<file path="src/rtl/rv_pkg.sv">
// Shared RV32 constants for the front end: word width, NOP encoding, major
// opcodes and the fetch-stage state encoding.
package rv_pkg;

    localparam int          XLEN = 32;
    localparam logic [31:0] NOP  = 32'h0000_0013;   // addi x0, x0, 0

    localparam logic [6:0] OP_LOAD   = 7'd3;
    localparam logic [6:0] OP_IMM    = 7'd19;
    localparam logic [6:0] OP_AUIPC  = 7'd23;
    localparam logic [6:0] OP_REG    = 7'd51;
    localparam logic [6:0] OP_LUI    = 7'd55;
    localparam logic [6:0] OP_BRANCH = 7'd99;
    localparam logic [6:0] OP_JALR   = 7'd103;

    typedef enum logic [2:0] {
        S_FETCH = 3'd0,
        S_WAIT  = 3'd1,
        S_FULL  = 3'd2,
        S_DRAIN = 3'd3,
        S_HALT  = 3'd4
    } fetch_state_t;

    function automatic logic [6:0] opcode_of(input logic [31:0] instr);
        return instr[6:0];
    endfunction

endpackage

</file>
<file path="src/rtl/fetch_stage_pc_reg.sv">
// Program counter register: asynchronous reset to RESET_PC, load has priority
// over the +4 increment, which wraps modulo 2^XLEN.
module pc_reg #(
    parameter int               XLEN     = 32,
    parameter logic [XLEN-1:0]  RESET_PC = '0
) (
    input  logic            clk,
    input  logic            rst_n,
    input  logic            load,
    input  logic [XLEN-1:0] load_val,
    input  logic            inc,
    output logic [XLEN-1:0] pc
);

    // NOTE: state registers use non-blocking assignments so every flop samples
    // pre-edge values regardless of block evaluation order.
    always_ff @(posedge clk or negedge rst_n) begin
        if (!rst_n) begin
            pc <= RESET_PC;
        end else if (load) begin
            pc <= load_val;
        end else if (inc) begin
            pc <= pc + XLEN'(4);
        end
    end

endmodule

</file>
<file path="src/rtl/fetch_stage.sv">
// Instruction fetch stage: one outstanding imem read, one-entry output buffer,
// redirect flushing. Optional macro FETCH_ALIGN_CHECK_EN halts on misaligned redirects.
module fetch_stage
    import rv_pkg::*;
#(
    parameter int               XLEN     = rv_pkg::XLEN,
    parameter logic [XLEN-1:0]  RESET_PC = XLEN'(32'h0000_0000)
) (
    input  logic            clk,
    input  logic            rst_n,
    input  logic            PCsrc,
    input  logic [XLEN-1:0] branch_target,
    output logic            imem_req,
    output logic [XLEN-1:0] imem_addr,
    input  logic            imem_rvalid,
    input  logic [XLEN-1:0] imem_rdata,
    output logic            instr_valid,
    input  logic            instr_ready,
    output logic [XLEN-1:0] instr_o,
    output logic [XLEN-1:0] pc_o,
    output logic            fetch_misalign
);

    fetch_state_t    state_q, state_d;
    logic [XLEN-1:0] pc;
    logic [XLEN-1:0] target;
    logic            misalign_target;
    logic            pc_load, pc_inc, req, capture, clear;

`ifdef FETCH_ALIGN_CHECK_EN
    assign target          = branch_target;
    assign misalign_target = |branch_target[1:0];
`else
    assign target          = branch_target & ~XLEN'(3);
    assign misalign_target = 1'b0;
`endif

    pc_reg #(
        .XLEN     (XLEN),
        .RESET_PC (RESET_PC)
    ) u_pc_reg (
        .clk      (clk),
        .rst_n    (rst_n),
        .load     (pc_load),
        .load_val (target),
        .inc      (pc_inc),
        .pc       (pc)
    );

    // NOTE: every always_comb output gets a default first so no path leaves a
    // signal unassigned, which would infer a latch.
    always_comb begin
        state_d = state_q;
        pc_load = 1'b0;
        pc_inc  = 1'b0;
        req     = 1'b0;
        capture = 1'b0;
        clear   = 1'b0;
        if (state_q != S_HALT && PCsrc) begin
            clear = 1'b1;
            if (misalign_target) begin
                state_d = S_HALT;
            end else begin
                pc_load = 1'b1;
                // A read still in flight must be swallowed before refetching.
                case (state_q)
                    S_WAIT, S_DRAIN: state_d = imem_rvalid ? S_FETCH : S_DRAIN;
                    default:         state_d = S_FETCH;
                endcase
            end
        end else begin
            case (state_q)
                S_FETCH: begin
                    req     = 1'b1;
                    state_d = S_WAIT;
                end
                S_WAIT: begin
                    if (imem_rvalid) begin
                        capture = 1'b1;
                        pc_inc  = 1'b1;
                        state_d = S_FULL;
                    end
                end
                S_FULL: begin
                    if (instr_valid && instr_ready) begin
                        clear   = 1'b1;
                        req     = 1'b1;
                        state_d = S_WAIT;
                    end
                end
                S_DRAIN: begin
                    if (imem_rvalid) state_d = S_FETCH;
                end
                default: state_d = S_HALT;
            endcase
        end
    end

    // Gated with rst_n so no request leaks out while reset is held.
    assign imem_req  = req & rst_n;
    assign imem_addr = pc;

    always_ff @(posedge clk or negedge rst_n) begin
        if (!rst_n) begin
            state_q     <= S_FETCH;
            instr_valid <= 1'b0;
            instr_o     <= XLEN'(NOP);
            pc_o        <= RESET_PC;
        end else begin
            state_q <= state_d;
            if (capture) begin
                instr_valid <= 1'b1;
                instr_o     <= imem_rdata;
                pc_o        <= pc;
            end else if (clear) begin
                instr_valid <= 1'b0;
            end
        end
    end

`ifdef FETCH_ALIGN_CHECK_EN
    always_ff @(posedge clk or negedge rst_n) begin
        if (!rst_n) begin
            fetch_misalign <= 1'b0;
        end else if (state_q != S_HALT && PCsrc && misalign_target) begin
            fetch_misalign <= 1'b1;
        end
    end
`else
    assign fetch_misalign = 1'b0;
`endif

endmodule

</file>
<file path="config.mk">
export PLATFORM = sky130hd
export DESIGN_NAME = fetch_stage
export DESIGN_NICKNAME = d
export VERILOG_FILES = /design/src/rtl/rv_pkg.sv /design/src/rtl/fetch_stage_pc_reg.sv /design/src/rtl/fetch_stage.sv
export SDC_FILE = /design/constraint.sdc
export NUM_CORES = 1
export LEC_CHECK = 0
export ABC_AREA = 1
export BUFFER_PORTS_ARGS = -buffer_cell sky130_fd_sc_hd__buf_2
export CELL_PAD_IN_SITES_DETAIL_PLACEMENT = 0
export CELL_PAD_IN_SITES_GLOBAL_PLACEMENT = 1
export CORE_AREA = 2 2 116 118
export CTS_CLUSTER_DIAMETER = 150
export DETAILED_ROUTE_END_ITERATION = 8
export DIE_AREA = 0 0 118 120
export PLACE_DENSITY = 0.88
export RECOVER_POWER = 50
export SLEW_MARGIN = 15
export SYNTH_ARGS = -nofsm -noshare
export SYNTH_HDL_FRONTEND = slang
export SYNTH_SLANG_ARGS = --single-unit
</file>
<file path="constraint.sdc">
create_clock -name clk -period 3.65 [get_ports clk]
set_input_delay 1.095 -clock clk [delete_from_list [all_inputs] [get_ports clk]]
set_output_delay 1.095 -clock clk [all_outputs]
set_load 0.005 [all_outputs]
</file>
### Yosys cells after proc, flatten, opt, wreduce, memory -nomap -nowiden

Cells that the tools add are included.

| word-level totals | value |
|---|---|
| flip-flop bits (word level) | 100 |
| output and inout port bits | 99 |
| word-level logic and storage cells | 41 |

| operators by class | value |
|---|---|
| add/subtract/negate cells | 1 |
| equal/unequal tests | 7 |
| multiplexer cells | 20 |
| bitwise gates (word level) | 1 |
| reduce and logical (&&, ||, !) cells | 7 |

Operators with widths:

| kind | count |
|---|---|
| $mux 32 | 2 |
| $add 32x3->32 const B | 1 |
| $mux 3 | 4 |
| $ne 3x3->1 const B | 4 |
| $pmux 3 s4 | 1 |
| $mux 1 | 10 |
| $eq 3x2->1 const B | 2 |
| $mux 2 | 2 |
| $reduce_bool 2->1 | 2 |
| $eq 3x1->1 const B | 1 |
| $logic_not 3->1 | 1 |
| $reduce_and 3->1 | 1 |
| $logic_and 1x1->1 | 2 |
| $pmux 1 s2 | 1 |
| $reduce_or 2->1 | 1 |
| $and 1x1->1 | 1 |

### Depth between registers and ports, before layout

| depth | value |
|---|---|
| depth after elaboration | 6 |
| gate-level depth with buffers | 10 |

### Cells and area by module

Synthesis repeated with hierarchy kept, for this count alone.

| unflattened totals | value |
|---|---|
| cells, all modules | 623 |
| area, all modules | 4,864.7 um^2 |

Modules (own cells, without submodules):

| module | times used | cells an instance | area each (um^2) | seq. area each (um^2) |
|---|---|---|---|---|
| fetch_stage | 1 | 308 | 2,705.1 | 1,705.4 |
| pc_reg | 1 | 315 | 2,159.6 | 800.8 |

### Least setup slack after synthesis

No wires, ideal clock.

| path | value |
|---|---|
| path kind | in2out |
| from | in PCsrc |
| to | out imem_req |
| arrival | 1,653 ps |
| data required time | 2,555 ps |
| slack | 902 ps |
| stages | 4 |
| path buffers | 1 |
| path through | nand2_2 inv_2 buf_2 a211oi_1 |

| on the way | value |
|---|---|
| word-level cells in the longest chain between the ends | 3 |

Ends and longest elaborated chain:

| item | RTL line | RTL |
|---|---|---|
| start: declaration | fetch_stage.sv:11 | `input logic PCsrc,` |
| $logic_and 1x1->1 | fetch_stage.sv:59 | `if (state_q != S_HALT && PCsrc) begin` |
| $mux 1 | fetch_stage.sv:59 |  |
| $and 1x1->1 | fetch_stage.sv:100 | `assign imem_req = req & rst_n;` |
| end: declaration | fetch_stage.sv:13 | `output logic imem_req,` |

Every way passes these cells.

### Final worst setup path

| path | value |
|---|---|
| from | in PCsrc |
| to | reg instr_o[6] |

| on the way | value |
|---|---|
| word-level cells in the longest chain between the ends | 2 |

Ends and longest elaborated chain:

| item | RTL line | RTL |
|---|---|---|
| $logic_and 1x1->1 | fetch_stage.sv:59 |  |
| $mux 1 | fetch_stage.sv:59 |  |
| end signal: assignment | fetch_stage.sv:107 | `instr_o <= XLEN'(NOP);` |
| end signal: assignment | fetch_stage.sv:113 | `instr_o <= imem_rdata;` |
| end: declaration | fetch_stage.sv:19 | `output logic [XLEN-1:0] instr_o,` |

Every way passes these cells.
A chain may end at the register's enable or synchronous reset.

==> results by group <==
STA
  • Count of endpoints failing hold in the final timing report: 0
  • Worst Skew: 0.00870 ns
  • Max-slew violation count: 100
  • Fin Setup TNS: 0 ns
  • Final critical-path setup slack: 0.655 ns
  • Final critical-path share of the clock period: 82.0%
  • Hold_ws: 0.469 ns
  • Number of setup violations in the final report: 0
  • Measured slew at the worst slew-check pin: 1.66 ns
  • Setup repair after global routing missed its margin: no
  • Final worst path period need: 2.99 ns
  • Highest clock frequency the design can meet: 0.334 GHz
  • Headroom to the max-slew limit: -10.4%

Synthesis
  • Cell taking the most area after synthesis: sky130_fd_sc_hd__dfrtp_1
  • Netlist Area Pre-Place: 4820 um2
  • Post-synthesis share of cell area spent on full adders, half adders and majority gates: 0.260%
  • Synthesized-area fraction occupied by ao, oa, aoi and oai cells: 7.92%
  • Largest family of logic cells by synthesized area: simple AND/OR/NAND/NOR gates
  • Distinct cell type count of the synthesized netlist: 36
  • Mean post-synth cell area: 7.58 um2
  • Synthesized instance count: 636
  • Synth top area share: 48.3%
  • Synthesis-stage register bit count: 96
  • Basic-gate share of the synthesized area counting and, or, nand and nor cells: 32.8%
  • Leading post-synthesis cells by cell area: sky130_fd_sc_hd__dfrtp_1 (48%), sky130_fd_sc_hd__nand2_1 (20%), sky130_fd_sc_hd__nor2_1 (4.6%)
  • Xor and xnor area share after synthesis: 1.09%
  • Portion of netlist area occupied by mux cells: 0%
  • Synthesis Warnings: 0
  • Proportion of synthesized chip area in sequential cells: 49.9%

Flow run
  • Number of max-cap violations: 2

Power and ir drop
  • Post-layout total power: 2.36 mW
  • Power per Cell Area: 392 nW/um2
  • Static leakage: 3.21 nW
  • Peak VDD IR: 0.207 mV

Worst setup path
  • Path depth of the worst reg2reg path: 9
  • Startpoint type of the worst setup path: input port
  • Worst EP required: 3.94 ns
  • Worst Path Class, Setup: in -> reg
  • Worst flop-to-flop path startpoint: state_q[0]$_DFFE_PN0P_
  • Critical path peak fanout: 36
  • Data arrival, critical path: 3.29 ns
  • Worst setup startpoint: PCsrc
  • Register-to-Register Setup Slack: 0.87 ns
  • Endpoint of the most critical register-to-register path: instr_o[6]$_DFFE_PN0P_
  • Kind of end point of the critical path: flip-flop

Detailed routing
  • DRC Markers: 0
  • DR vias: 4494
  • Final antenna-violating net count: 0
  • Drt pass-1 iters: 5
  • Average via count per standard cell: 4.63
  • Aggregate routed wire length: 13900 um
  • Drt first-iter violations: 349
  • Average wire per cell in the routed design: 14.3 um

Global routing
  • Overflow after GRT: 0
  • Initial antenna violation count: 0
  • Largest net degree at the start of global routing: 70
  • Vias in the first global route: 4389
  • Wire length of the first global-routing pass: 22500 um
  • Overall Global Routing Usage: 20.1%

Clock network
  • TritonCTS clock tree: built
  • Clock-pin slew of the registers on the worst-case setup and hold paths: 0.07 ns
  • Number of H-tree levels: 3
  • Clock root buffer: sky130_fd_sc_hd__clkbuf_16
  • Number of buffers between clock root and the deepest sink: 2
  • Inserted Clock Buffers: 9
  • Insertion delay of the later-clocked pin in the worst-skew pair: 0.35 ns
  • Number of sinks driven by the clock tree: 96
  • Post-CTS setup-driven buffer insertion count: 0
  • Post-cts sizing count: 0
  • Hold bufs inserted after CTS: 0

Place
  • Worst setup slack after placement: 0.846 ns
  • Final HPWL from detailed placement: 9900 um
  • Count of buffers inserted at the top-level ports: 160
  • Post-placement cell count: 954
  • RD Place Congestion: 0.852

Final layout
  • Max reg flops: 32
  • Final non-filler cell total: 970
  • Number of inserted diodes: 0
  • Net count, final: 859
  • Fill cells: 1376
  • Share of post-route cells with drive strength above 1: 20.8%
  • Layout area overhead: 24.7%

Worst hold path
  • HP Start: instr_o[0]$_DFFE_PN1P_
  • Number of cells on the worst hold path: 2
  • Class of the tightest hold or removal check: reg -> reg
  • Destination of the worst hold path: instr_o[0]$_DFFE_PN1P_

Outcome
  • Result of the run: complete, but fails checks
  • Violated checks: max-capacitance violations, max-slew violations

Floorplanning
  • I/O pins: 168
  • Height of the die: 120 um
  • Area of the core: 13000 um2
  • Die area: 14200 um2
  • Cell Rows: 42
  • Die extent in x: 118 um
  • Effective utilization at floorplan: 37.1%
[per-layer routing]
metal  track usage [%]  up-vias  part of all wire [%]
met3              3.47       17                   5.7
met1              26.9     2056                    46
met5                 0        -                     0
li1                  -     2296                     -
met4              7.61        0                   1.8
met2              32.6      125                    47
[synth_stat cells (all sizes together)]
| library cell | count |
|---|---|
| nand3b | 7 |
| a21oi | 11 |
| o21bai | 2 |
| inv | 56 |
| conb | 1 |
| xnor2 | 1 |
| o211ai | 2 |
| nor2 | 63 |
| o22ai | 3 |
| xor2 | 5 |
| nand4 | 6 |
| a211oi | 3 |
| o21a | 2 |
| buf | 28 |
| o221ai | 1 |
| nand3 | 36 |
| nand2b | 1 |
| o2111ai | 1 |
| nor3 | 5 |
| a31oi | 2 |
| nand2 | 261 |
| dfrtp | 93 |
| dfstp | 3 |
| o21ai | 42 |
| ha | 1 |
[critical path: stages]
cell                       delay, ns
sky130_fd_sc_hd__clkbuf_1       0.10
sky130_fd_sc_hd__nand2_2        0.07
sky130_fd_sc_hd__buf_4          0.28
sky130_fd_sc_hd__nand2_1        0.70
sky130_fd_sc_hd__inv_2          0.42
sky130_fd_sc_hd__buf_4          0.42
sky130_fd_sc_hd__nand2_1        0.11
sky130_fd_sc_hd__nand2_1        0.07
[report_power, final]
group / switching [mW] / internal, mW
Combinational: 0.0963 / 0.0799
Sequential: 0.0377 / 1.11
Clock: 0.409 / 0.622
[how the worst max path moves through the flow]
| stage | end | slack [ns] |
|---|---|---|
| after CTS | imem_req | 0.84 |
| after global placement | imem_req | 0.83 |
| after detailed placement | imem_req | 0.85 |
| after floorplan | imem_req | 0.90 |
| after global routing | instr_o[6]$_DFFE_PN0P_ | 0.41 |
| final | instr_o[6]$_DFFE_PN0P_ | 0.66 |
[through the flow]
step / cell area (um2) / utilization, %
3_3_place_gp: 5740 / 44.2
3_5_place_dp: 5740 / 44.2
6_report: 6010 / 46.3
2_1_floorplan: 4830 / -
5_1_grt: 6010 / 46.3
4_1_cts: 6070 / 46.7
[cells in the final DEF, fill, tap and decap left out, types with 3 or more instances in the layout]
cell type                   instances
sky130_fd_sc_hd__dfrtp_1           93
sky130_fd_sc_hd__nand4_1            6
sky130_fd_sc_hd__nand2_1          258
sky130_fd_sc_hd__o21ai_0           39
sky130_fd_sc_hd__clkbuf_16          9
sky130_fd_sc_hd__nor2_1            59
sky130_fd_sc_hd__a21oi_1           11
sky130_fd_sc_hd__nor3_1             4
sky130_fd_sc_hd__inv_2              5
sky130_fd_sc_hd__xor2_1             5
sky130_fd_sc_hd__buf_4              3
sky130_fd_sc_hd__nand3b_1           7
sky130_fd_sc_hd__buf_2            129
sky130_fd_sc_hd__o22ai_1            3
sky130_fd_sc_hd__nand3_1           35
sky130_fd_sc_hd__nand2_2            3
sky130_fd_sc_hd__inv_1             51
sky130_fd_sc_hd__clkbuf_1          32
sky130_fd_sc_hd__a211oi_1           3
sky130_fd_sc_hd__o21ai_1            3
sky130_fd_sc_hd__dfstp_2            3
sky130_fd_sc_hd__conb_1             5
[kinds of logic (layout without fill, tap and decap cells)]
logic type | after synthesis | in the layout
adder cells (fa/ha/maj) | 1 | 1
XOR/XNOR | 6 | 6
AO/OA/AOI/OAI | 69 | 69
buffers and inverters | 84 | 238
flip-flops | 96 | 96
AND/OR/NAND/NOR | 379 | 379
other | 1 | 5
[area by class of cell]
cell class / count / area (um2) / area share (%)
clock inverter: 4 / 77.6 / 1.29
timing repair buffer: 166 / 813 / 13.5
tap: 176 / 220 / 3.66
inverter: 56 / 210 / 3.50
multi-input combinational: 460 / 2040 / 33.9
clock buffer: 12 / 246 / 4.10
sequential: 96 / 2410 / 40.0
Note: power is estimated with default switching activity, not from simulation.
